`src/rtl/wr_stream_ctrl_if.sv`:
```
// ---------------------------------------------------------------------------
// wr_stream_ctrl_if
//   Bundles the signals of wr_stream_ctrl other than clock and reset:
//   the upstream valid/ready stream, the write strobe and data toward the
//   FIFO, and the pointer, full and level signals exchanged with the
//   write-pointer/full logic.
//
//   Signals
//     s_valid, s_data   upstream word and its valid
//     s_ready           block can accept a word this cycle
//     winc, wdata       write strobe and word toward FIFO memory
//     wfull             registered full flag
//     wptr, wq2_rptr    Gray write pointer / synchronized Gray read pointer
//     wlevel            write-side fill estimate, words
//     walmost_full      wlevel >= almost-full threshold
//
//   Modports
//     slave   the wr_stream_ctrl block itself
//     master  its surroundings (upstream source plus pointer/full logic)
// ---------------------------------------------------------------------------
`timescale 1ns/1ps

interface wr_stream_ctrl_if #(
  parameter int DSIZE    = 8,
  parameter int ADDRSIZE = 4
);
  logic                s_valid;
  logic [DSIZE-1:0]    s_data;
  logic                s_ready;
  logic                winc;
  logic [DSIZE-1:0]    wdata;
  logic                wfull;
  logic [ADDRSIZE:0]   wptr;
  logic [ADDRSIZE:0]   wq2_rptr;
  logic [ADDRSIZE:0]   wlevel;
  logic                walmost_full;

  modport slave (
    input  s_valid, s_data, wfull, wptr, wq2_rptr,
    output s_ready, winc, wdata, wlevel, walmost_full
  );

  modport master (
    output s_valid, s_data, wfull, wptr, wq2_rptr,
    input  s_ready, winc, wdata, wlevel, walmost_full
  );
endinterface

```
`src/rtl/wr_stream_ctrl.sv`:
```
// ---------------------------------------------------------------------------
// wr_stream_ctrl
//   Write-side front end of an asynchronous FIFO.
//   * A 2-entry skid buffer (head, tail) decouples the upstream valid/ready
//     stream from the FIFO write strobe so s_ready can be a plain register
//     while still sustaining one word per cycle.
//   * A fill estimate is derived from the Gray write pointer and the
//     synchronized Gray read pointer. Because the read pointer lags, the
//     estimate is pessimistic (never below the true fill).
//
//   Ports
//     wclk     write-domain clock, rising edge
//     wrst_n   asynchronous active-low reset
//     bus      wr_stream_ctrl_if.slave (see interface file for signals)
//
//   Parameters
//     DSIZE      data word width
//     ADDRSIZE   FIFO address width, depth = 2**ADDRSIZE
//     AF_THRESH  almost-full threshold in words, 1..2**ADDRSIZE
// ---------------------------------------------------------------------------
`timescale 1ns/1ps

module wr_stream_ctrl #(
  parameter int DSIZE     = 8,
  parameter int ADDRSIZE  = 4,
  parameter int AF_THRESH = 14
) (
  input  logic           wclk,
  input  logic           wrst_n,
  wr_stream_ctrl_if.slave bus
);

  typedef enum logic [1:0] {
    ST_EMPTY = 2'd0,
    ST_ONE   = 2'd1,
    ST_TWO   = 2'd2
  } state_t;

  localparam logic [ADDRSIZE:0] AF_LVL = (ADDRSIZE+1)'(AF_THRESH);

  // -------------------------------------------------------------------------
  // Skid buffer
  // -------------------------------------------------------------------------
  state_t           r_state;
  state_t           w_state_nxt;
  logic [DSIZE-1:0] r_head;
  logic [DSIZE-1:0] r_tail;
  logic [DSIZE-1:0] w_head_nxt;
  logic [DSIZE-1:0] w_tail_nxt;
  logic             r_s_ready;
  logic             w_push;
  logic             w_pop;

  assign w_push = bus.s_valid & r_s_ready;
  assign w_pop  = (r_state != ST_EMPTY) & ~bus.wfull;

  assign bus.s_ready = r_s_ready;
  assign bus.winc    = w_pop;
  assign bus.wdata   = r_head;

  // NOTE: sequential state uses non-blocking assignments so every register
  // samples pre-edge values, independent of statement order.
  always_ff @(posedge wclk or negedge wrst_n) begin
    if (!wrst_n) begin
      r_state   <= ST_EMPTY;
      r_s_ready <= 1'b0;
      // NOTE: the two data entries are explicitly reset; they are only two
      // flops wide in depth, and a clean zero keeps wdata defined out of reset.
      r_head    <= '0;
      r_tail    <= '0;
    end else begin
      r_state   <= w_state_nxt;
      r_head    <= w_head_nxt;
      r_tail    <= w_tail_nxt;
      // Ready for the coming cycle is known from where the buffer is heading,
      // which keeps s_ready a register with no combinational path from wfull.
      r_s_ready <= (w_state_nxt != ST_TWO);
    end
  end

  // NOTE: every output of this block gets a hold default first, so no path
  // through the case leaves a variable unassigned and no latch is inferred.
  always_comb begin
    w_state_nxt = r_state;
    w_head_nxt  = r_head;
    w_tail_nxt  = r_tail;
    unique case (r_state)
      ST_EMPTY: begin
        if (w_push) begin
          w_state_nxt = ST_ONE;
          w_head_nxt  = bus.s_data;
        end
      end
      ST_ONE: begin
        if (w_push && !w_pop) begin
          w_state_nxt = ST_TWO;
          w_tail_nxt  = bus.s_data;
        end else if (w_pop && !w_push) begin
          w_state_nxt = ST_EMPTY;
        end else if (w_push && w_pop) begin
          // Head is written out this cycle; the new word replaces it.
          w_head_nxt  = bus.s_data;
        end
      end
      ST_TWO: begin
        // s_ready is low here, so only a downstream transfer can occur.
        if (w_pop) begin
          w_state_nxt = ST_ONE;
          w_head_nxt  = r_tail;
        end
      end
      default: begin
        w_state_nxt = ST_EMPTY;
      end
    endcase
  end

  // -------------------------------------------------------------------------
  // Fill estimate
  // -------------------------------------------------------------------------
  function automatic logic [ADDRSIZE:0] gray2bin(input logic [ADDRSIZE:0] g);
    logic [ADDRSIZE:0] b;
    b[ADDRSIZE] = g[ADDRSIZE];
    for (int i = ADDRSIZE - 1; i >= 0; i--) begin
      b[i] = b[i+1] ^ g[i];
    end
    return b;
  endfunction

  logic [ADDRSIZE:0] w_wbin;
  logic [ADDRSIZE:0] w_rbin;
  logic [ADDRSIZE:0] w_diff;
  logic [ADDRSIZE:0] r_wlevel;
  logic              r_walmost_full;

  assign w_wbin = gray2bin(bus.wptr);
  assign w_rbin = gray2bin(bus.wq2_rptr);
  // Pointers carry one extra wrap bit, so a subtraction truncated to
  // ADDRSIZE+1 bits yields the correct occupancy across pointer wrap.
  assign w_diff = w_wbin - w_rbin;

  always_ff @(posedge wclk or negedge wrst_n) begin
    if (!wrst_n) begin
      r_wlevel       <= '0;
      r_walmost_full <= 1'b0;
    end else begin
      r_wlevel       <= w_diff;
      r_walmost_full <= (w_diff >= AF_LVL);
    end
  end

  assign bus.wlevel       = r_wlevel;
  assign bus.walmost_full = r_walmost_full;

endmodule

```
`src/flat_wrapper.sv`:
```
// flat-port wrapper written by rule: the top's interface ports become plain ports
module wr_stream_ctrl_flat 
#(
  parameter int DSIZE     = 8,
  parameter int ADDRSIZE  = 4,
  parameter int AF_THRESH = 14
)
  (wclk, wrst_n, bus_s_valid, bus_s_data, bus_wfull, bus_wptr, bus_wq2_rptr, bus_s_ready, bus_winc, bus_wdata, bus_wlevel, bus_walmost_full);
  wr_stream_ctrl_if #(.DSIZE(DSIZE), .ADDRSIZE(ADDRSIZE)) bus_i ();
  input  logic wclk;
  input  logic wrst_n;
  input wire logic [$bits(bus_i.s_valid)-1:0] bus_s_valid;
  input wire logic [$bits(bus_i.s_data)-1:0] bus_s_data;
  input wire logic [$bits(bus_i.wfull)-1:0] bus_wfull;
  input wire logic [$bits(bus_i.wptr)-1:0] bus_wptr;
  input wire logic [$bits(bus_i.wq2_rptr)-1:0] bus_wq2_rptr;
  output wire logic [$bits(bus_i.s_ready)-1:0] bus_s_ready;
  output wire logic [$bits(bus_i.winc)-1:0] bus_winc;
  output wire logic [$bits(bus_i.wdata)-1:0] bus_wdata;
  output wire logic [$bits(bus_i.wlevel)-1:0] bus_wlevel;
  output wire logic [$bits(bus_i.walmost_full)-1:0] bus_walmost_full;
  assign bus_i.s_valid = bus_s_valid;
  assign bus_i.s_data = bus_s_data;
  assign bus_i.wfull = bus_wfull;
  assign bus_i.wptr = bus_wptr;
  assign bus_i.wq2_rptr = bus_wq2_rptr;
  assign bus_s_ready = bus_i.s_ready;
  assign bus_winc = bus_i.winc;
  assign bus_wdata = bus_i.wdata;
  assign bus_wlevel = bus_i.wlevel;
  assign bus_walmost_full = bus_i.walmost_full;
  wr_stream_ctrl #(.DSIZE(DSIZE), .ADDRSIZE(ADDRSIZE), .AF_THRESH(AF_THRESH)) u_core (.wclk(wclk), .wrst_n(wrst_n), .bus(bus_i));
endmodule
```
`config.mk`:
```
export PLATFORM = sky130hd
export DESIGN_NAME = wr_stream_ctrl_flat
export DESIGN_NICKNAME = d
export VERILOG_FILES = /design/src/rtl/wr_stream_ctrl_if.sv /design/src/rtl/wr_stream_ctrl.sv /design/src/flat_wrapper.sv
export SDC_FILE = /design/constraint.sdc
export NUM_CORES = 1
export LEC_CHECK = 0
export BUFFER_PORTS_ARGS = -buffer_cell sky130_fd_sc_hd__buf_2
export CORE_MARGIN = 5
export CORE_UTILIZATION = 35
export DETAILED_ROUTE_END_ITERATION = 8
export GPL_ROUTABILITY_DRIVEN = 0
export PLACE_DENSITY_LB_ADDON = 0.05
export SLEW_MARGIN = 20
export SYNTH_ARGS = -nofsm -noshare
export SYNTH_HDL_FRONTEND = slang
export SYNTH_SLANG_ARGS = --single-unit
```
`constraint.sdc`:
```
create_clock -name wclk -period 2.32 [get_ports wclk]
set_input_delay 0.232 -clock wclk [delete_from_list [all_inputs] [get_ports wclk]]
set_output_delay 0.232 -clock wclk [all_outputs]
set_load 0.02 [all_outputs]
```
==> metrics.txt, run 1 <==
GRT overflow=0; post-synthesis compound-gate area fraction=0.06786; synthesized flop and latch total=25; Logic pwr share=0.461; hold slack=0.1437 ns; Setup WS pre-CTS=-0.08970 ns; Max Clk Rate=0.4866 GHz; # nets final=178; adder-cell share of the synthesized area=0.05589; TritonCTS clock tree=done; worst hold path class=input pin to flop; clk buf depth=2; Slew @ Worst Pin=0.5702 ns; post-synthesis sequential area ratio=0.4990; ant diodes=0; status=complete, no violations; mux cell area share after synthesis=0.1537; GRT Overall Usage=0.1039; final instance area=1587 um2; Switching Fraction=0.3942; worst setup path endpoint=u_core.bus.walmost_full$_DFF_PN0_; final worst path period share=0.8858; Post-Syn Area=1254 um2; Vias per Instance=4.526; required time of the critical path=2.54 ns; Core Area=3390 um2; synthesized area per cell=12.29 um2; DR vias=887; final hold vios=0; main combinational cell family by area after synthesis=multiplexers; fin worst setup slack=0.2649 ns; Total Power=1.738 mW; Placement Rows=21; PD cells=1095 nW/um2; Initial Utilization=0.3699; Clock power frac=0.114; final setup fails=0; TritonCTS Buffers=3; I/O pins=38; Pint=1.053 mW; Antenna Violating Nets Remaining=0; CP Capture Type=flop; worst hold path startpoint=bus_s_data[4]; Die Width=69.85 um; Clock Latency Late Sink=0.32 ns; share of cells above drive strength 1=0.4533; LEAKAGE=0.7357 nW; setup bufs post-CTS=0; Ys Warns=0; Post-Syn Instances=102; Resize count post-CTS=0; Final min period=2.055 ns; Synth Area in Simple Gates=0.07784; DRT iter0 DRCs=28; Slew headroom=0.6199; Sequential Power Share=0.425; Clock Sinks=25; DRC=0; DP Area=1546 um2; H-tree levels=1; vias in the first global route=957; CP Class=input pin to flop; Area Growth Syn to Fin=26.55%; Synth Net Count=129; Peak supply drop=0.3851 mV; root buffer cell=clkbuf_4; reg2reg path depth=3; kind of launch point of the worst setup path=input pin; clock transition at the registers of the reported paths=0.14 ns; die area=4879 um2; final wirelength=2.321 mm; first-pass GRT wire length=4.105 mm; largest net degree at the start of global routing=26; Reg-to-Reg Start=u_core.r_state[0]$_DFF_PN0_; filler cell count=332; max-cap viol count=0; Synth Area in XOR/XNOR=0.1198; total iterations of the first detailed-routing run=4; DP Wirelength=1.824 mm; Arr. time, crit path=2.28 ns; worst r2r dst=u_core.r_tail[2]$_DFFE_PN0P_; critical-path maximum fanout=2; clk_skew=0.01071 ns; cts hold-fix bufs=1; register-to-register setup slack=0.75 ns; Port Buffer Count=37; Synth cell types=23; initial antenna violation count=0; RSZ-0062 raised after global routing=false; Final Slew Violations=0; NetSw=0.6849 mW; Avg WL per Cell=11.84 um; CP Launch Point=bus_wq2_rptr[4]; Die Height=69.85 um
## kinds of logic after synthesis
logic type	after synthesis
flip-flops	25
AND/OR/NAND/NOR	19
multiplexers	18
AO/OA/AOI/OAI	15
XOR/XNOR	12
buffers and inverters	8
adder cells (fa/ha/maj)	5
## power groups by stage
| stage | Clock, mW | Combinational, mW | Sequential, mW |
|---|---|---|---|
| finish | 0.199 | 0.800 | 0.739 |
| global placement | 0 | 0.803 | 0.741 |
| global route | 0.228 | 0.892 | 0.764 |
| detailed placement | 0 | 0.818 | 0.754 |
| floorplan | 0 | 0.408 | 0.891 |
| CTS | 0.211 | 0.821 | 0.742 |
## how the worst min path moves through the flow
stage | slack, ns | cells past startpoint | end
global placement | 0.25 | 1 | u_core.bus.wlevel[0]$_DFF_PN0_
CTS | 0.13 | 2 | u_core.r_tail[7]$_DFFE_PN0P_
floorplan | -0.06 | 0 | u_core.bus.s_ready$_DFF_PN0_
finish | 0.14 | 2 | u_core.r_tail[4]$_DFFE_PN0P_
global route | 0.13 | 2 | u_core.r_tail[6]$_DFFE_PN0P_
detailed placement | 0.26 | 1 | u_core.bus.wlevel[0]$_DFF_PN0_
## sequential cells by signal (all words and copies together) (netlist names)
| register | flops |
|---|---|
| u_core.bus.walmost_full | 1 |
| u_core.r_tail | 8 |
| u_core.bus.wdata | 8 |
| u_core.bus.s_ready | 1 |
| u_core.r_state | 2 |
| u_core.bus.wlevel | 5 |
## critical path, stage by stage
cell and delay, ns:
buf_2 0.12, xnor2_2 0.22, xor2_2 0.21, xor2_2 0.19
xnor2_1 0.08, ha_1 0.20, fa_1 0.40, nand2b_1 0.16
a21oi_1 0.15, xnor2_1 0.10, a31o_2 0.22
## Yosys cell counts
cell	instances	area, um2
a21oi_1	11	55.05
a31o_2	1	8.760
a41o_1	1	10.01
buf_2	1	5.000
clkbuf_2	1	5.000
dfrtp_1	25	625.6
fa_1	1	20.02
ha_1	4	50.05
inv_1	6	22.52
mux2_2	10	112.6
mux2i_1	8	80.08
nand2_1	3	11.26
nand2b_1	1	6.260
nor2_1	12	45.04
nor2_4	1	11.26
nor3_4	1	16.27
nor3b_1	1	7.510
o21ai_0	1	5.000
o22ai_1	1	6.260
xnor2_1	3	26.28
xnor2_2	2	32.53
xor2_1	3	26.28
xor2_2	4	65.06
## cell type report
cell class | instances | area [um2] | share of cell area
clock buffers | 3 | 22.52 | 0.01420
clock inverters | 1 | 7.507 | 0.004732
inverters | 6 | 22.52 | 0.01420
multi-input cells | 69 | 595.6 | 0.3754
flip-flops and latches | 25 | 625.6 | 0.3943
well taps | 46 | 57.56 | 0.03628
repair buffers | 46 | 255.2 | 0.1609
## metal layers
layer / routed length (um) / track usage / up-vias / part of all wire
met5: 0 / 0 / - / 0
met4: 46 / 0.05106 / 0 / 0.020
met3: 135 / 0.02582 / 4 / 0.058
met2: 1112 / 0.1742 / 22 / 0.48
met1: 1025 / 0.1232 / 425 / 0.44
li1: - / - / 436 / -
## cells in the final DEF (no fill, tap or decap), drive strengths merged
master / n
dlygate4sd3: 1
mux2i: 8
nor3: 1
a31o: 1
ha: 4
clkbuf: 3
a21oi: 11
o21ai: 1
xnor2: 5
fa: 1
a41o: 1
nand2b: 1
nand2: 3
inv: 6
xor2: 7
o22ai: 1
dfrtp: 25
nor2: 13
mux2: 10
nor3b: 1
buf: 45
clkinvlp: 1
## metrics by stage
stage	std cells	setup TNS, ns	util
finish	196	0	0.4681
CTS	196	0	0.4681
detailed placement	191	-0.08970	0.4563
global placement	191	-0.05115	0.4563
floorplan	102	0	-
global route	196	0	0.4681
(Power assumes the default switching activity.)
==> run 2, diff against run 1 <==
--- a/config.mk
+++ b/config.mk
@@ -5,10 +5,10 @@
 export SDC_FILE = /design/constraint.sdc
 export NUM_CORES = 1
 export LEC_CHECK = 0
-export BUFFER_PORTS_ARGS = -buffer_cell sky130_fd_sc_hd__buf_2
 export CORE_MARGIN = 5
 export CORE_UTILIZATION = 35
 export DETAILED_ROUTE_END_ITERATION = 8
+export DONT_BUFFER_PORTS = 1
 export GPL_ROUTABILITY_DRIVEN = 0
 export PLACE_DENSITY_LB_ADDON = 0.05
 export SLEW_MARGIN = 20
==> constraint.sdc (replaced) <==
create_clock -name wclk -period 2 [get_ports wclk]
set_input_delay 0.2 -clock wclk [delete_from_list [all_inputs] [get_ports wclk]]
set_output_delay 0.2 -clock wclk [all_outputs]
set_load 0.02 [all_outputs]
==> metrics.txt, run 2 (synthesis results as in run 1) <==
status=complete, no violations; CP Class=input pin to flop; root buffer cell=clkbuf_4; GRT overflow=0 (unchanged); die area=4879 um2 (unchanged); register-to-register setup slack=0.41 ns (-0.34 ns); Antenna Violating Nets Remaining=0 (unchanged); DRC=0 (unchanged); H-tree levels=1 (unchanged); required time of the critical path=2.21 ns (-0.33 ns); first-pass GRT wire length=4.022 mm (-2.0%); largest net degree at the start of global routing=26 (unchanged); vias in the first global route=820 (-14%); filler cell count=330 (-0.60%); max-cap viol count=0 (unchanged); final setup fails=0 (unchanged); worst hold path class=input pin to flop; Avg WL per Cell=13.73 um (+16%); TritonCTS Buffers=3 (unchanged); final wirelength=2.293 mm (-1.2%); Core Area=3390 um2 (unchanged); ant diodes=0 (unchanged); CP Capture Type=flop; Final min period=1.799 ns; kind of launch point of the worst setup path=input pin; Pint=1.153 mW (+9.6%); PD cells=1276 nW/um2 (+17%); hold path depth=1 (-1); TritonCTS clock tree=done; critical-path maximum fanout=2 (unchanged); initial antenna violation count=0 (unchanged); Die Width=69.85 um (unchanged); clk buf depth=2 (unchanged); most frequent cells in the layout=dfrtp_1 (25), nor2_1 (12), a21oi_1 (10), mux2_2 (10); DR vias=758 (-15%); Clock Sinks=25 (unchanged); Max Clk Rate=0.5558 GHz; final hold vios=0 (unchanged); Switching Fraction=0.4005 (+0.006357); clock transition at the registers of the reported paths=0.15 ns (about the same); # nets final=149 (-16%); Resize count post-CTS=0 (unchanged); Final Slew Violations=0 (unchanged); reg2reg path depth=3 (unchanged); Sequential Power Share=0.556 (+0.131); Placed Instances=154 (-19%); Logic pwr share=0.324 (-0.137); Placement Rows=21 (unchanged); final worst path period share=0.8997; hold slack=0.02216 ns (-0.1216 ns); Area Growth Syn to Fin=20.26%; Vias per Instance=4.539 (+0.30%); I/O pins=38 (unchanged); Slew headroom=0.6444 (+0.02450); Clock Latency Late Sink=0.32 ns (about the same); final instance area=1508 um2 (-5.0%); Clock power frac=0.120 (+0.006); RSZ-0062 raised after global routing=false; NetSw=0.7707 mW (+13%); GRT Overall Usage=0.1036 (-0.0002698); Fin Setup TNS=0 ns (unchanged); share of cells above drive strength 1=0.2975 (-0.1558); Peak supply drop=0.3847 mV (about the same); most common cell after layout, fill and taps aside=dfrtp_1; total iterations of the first detailed-routing run=4 (unchanged); Initial Utilization=0.3699 (unchanged); DP Wirelength=1.736 mm (-4.8%); LEAKAGE=0.6349 nW (-14%); DRT iter0 DRCs=15 (-46%); Arr. time, crit path=2.01 ns (-0.27 ns); Die Height=69.85 um (unchanged); clk_skew=0.01678 ns (+0.006073 ns); Slew @ Worst Pin=0.5335 ns (-0.03676 ns); Port Buffer Count=0 (-100%); setup bufs post-CTS=0 (unchanged); Non-Filler Instances=167 (-15%); DP Area=1378 um2 (-11%)
## run 2: power by group through the flow
stage               combinational (mW)  sequential, mW  clock, mW
floorplan                        0.495            1.03          0
global placement                 0.593            1.09          0
detailed placement               0.608            1.09          0
CTS                              0.637            1.08      0.248
global route                     0.725            1.11      0.265
finish                           0.624            1.07      0.231
## run 2: layout make-up
cell class,instances,area (um2),share of cell area
sequential,25,625.6,0.4149
tap,46,57.56,0.03817
clock inverter,1,7.507,0.004979
timing repair buffer,17,160.2,0.1062
multi-input combinational,69,611.8,0.4058
inverter,6,22.52,0.01494
clock buffer,3,22.52,0.01494
## run 2: through the flow
| step | setup slack [ns] | utilization | total power, mW |
|---|---|---|---|
| 6_report | 0.2007 | 0.4448 | 1.924 |
| 5_1_grt | 0.08364 | 0.4448 | 2.097 |
| 4_1_cts | 0.1913 | 0.4419 | 1.966 |
| 3_5_place_dp | -0.1584 | 0.4064 | 1.701 |
| 3_3_place_gp | -0.1138 | 0.4064 | 1.680 |
| 2_1_floorplan | -0.1262 | - | 1.528 |
## run 2: worst paths after layout
path	startpoint	end
hold reg to reg	u_core.r_tail[1]$_DFFE_PN0P_	u_core.r_tail[1]$_DFFE_PN0P_
max in group asynchronous	wrst_n	u_core.bus.wlevel[0]$_DFF_PN0_
min in group asynchronous	wrst_n	u_core.bus.wdata[5]$_DFFE_PN0P_
setup reg to reg	u_core.bus.s_ready$_DFF_PN0_	u_core.r_tail[5]$_DFFE_PN0P_
hold / removal	bus_s_data[0]	u_core.r_tail[0]$_DFFE_PN0P_
setup / recovery	bus_wptr[4]	u_core.bus.walmost_full$_DFF_PN0_
## run 2: worst max-delay path, stage by stage
cell and delay, ns:
xor2_2 0.20, xor2_2 0.23, xnor2_2 0.11, xor2_1 0.17
ha_2 0.20, fa_2 0.34, nand2b_4 0.14, a21oi_2 0.12
xnor2_1 0.09, a31o_2 0.22
## run 2: per-layer routing
layer	up-vias	GRT usage	part of all wire	wire length [um]
li1	382	-	-	-
met1	348	0.1377	0.47	1073
met2	26	0.1490	0.43	978
met3	2	0.04448	0.098	225
met4	0	0.03830	0.0074	17
met5	-	0	0	0
## run 2: repair_timing
action	in CTS	in global routing
setup endpoints to repair	0	0
hold endpoints to repair	31	1
hold buffers	8	1
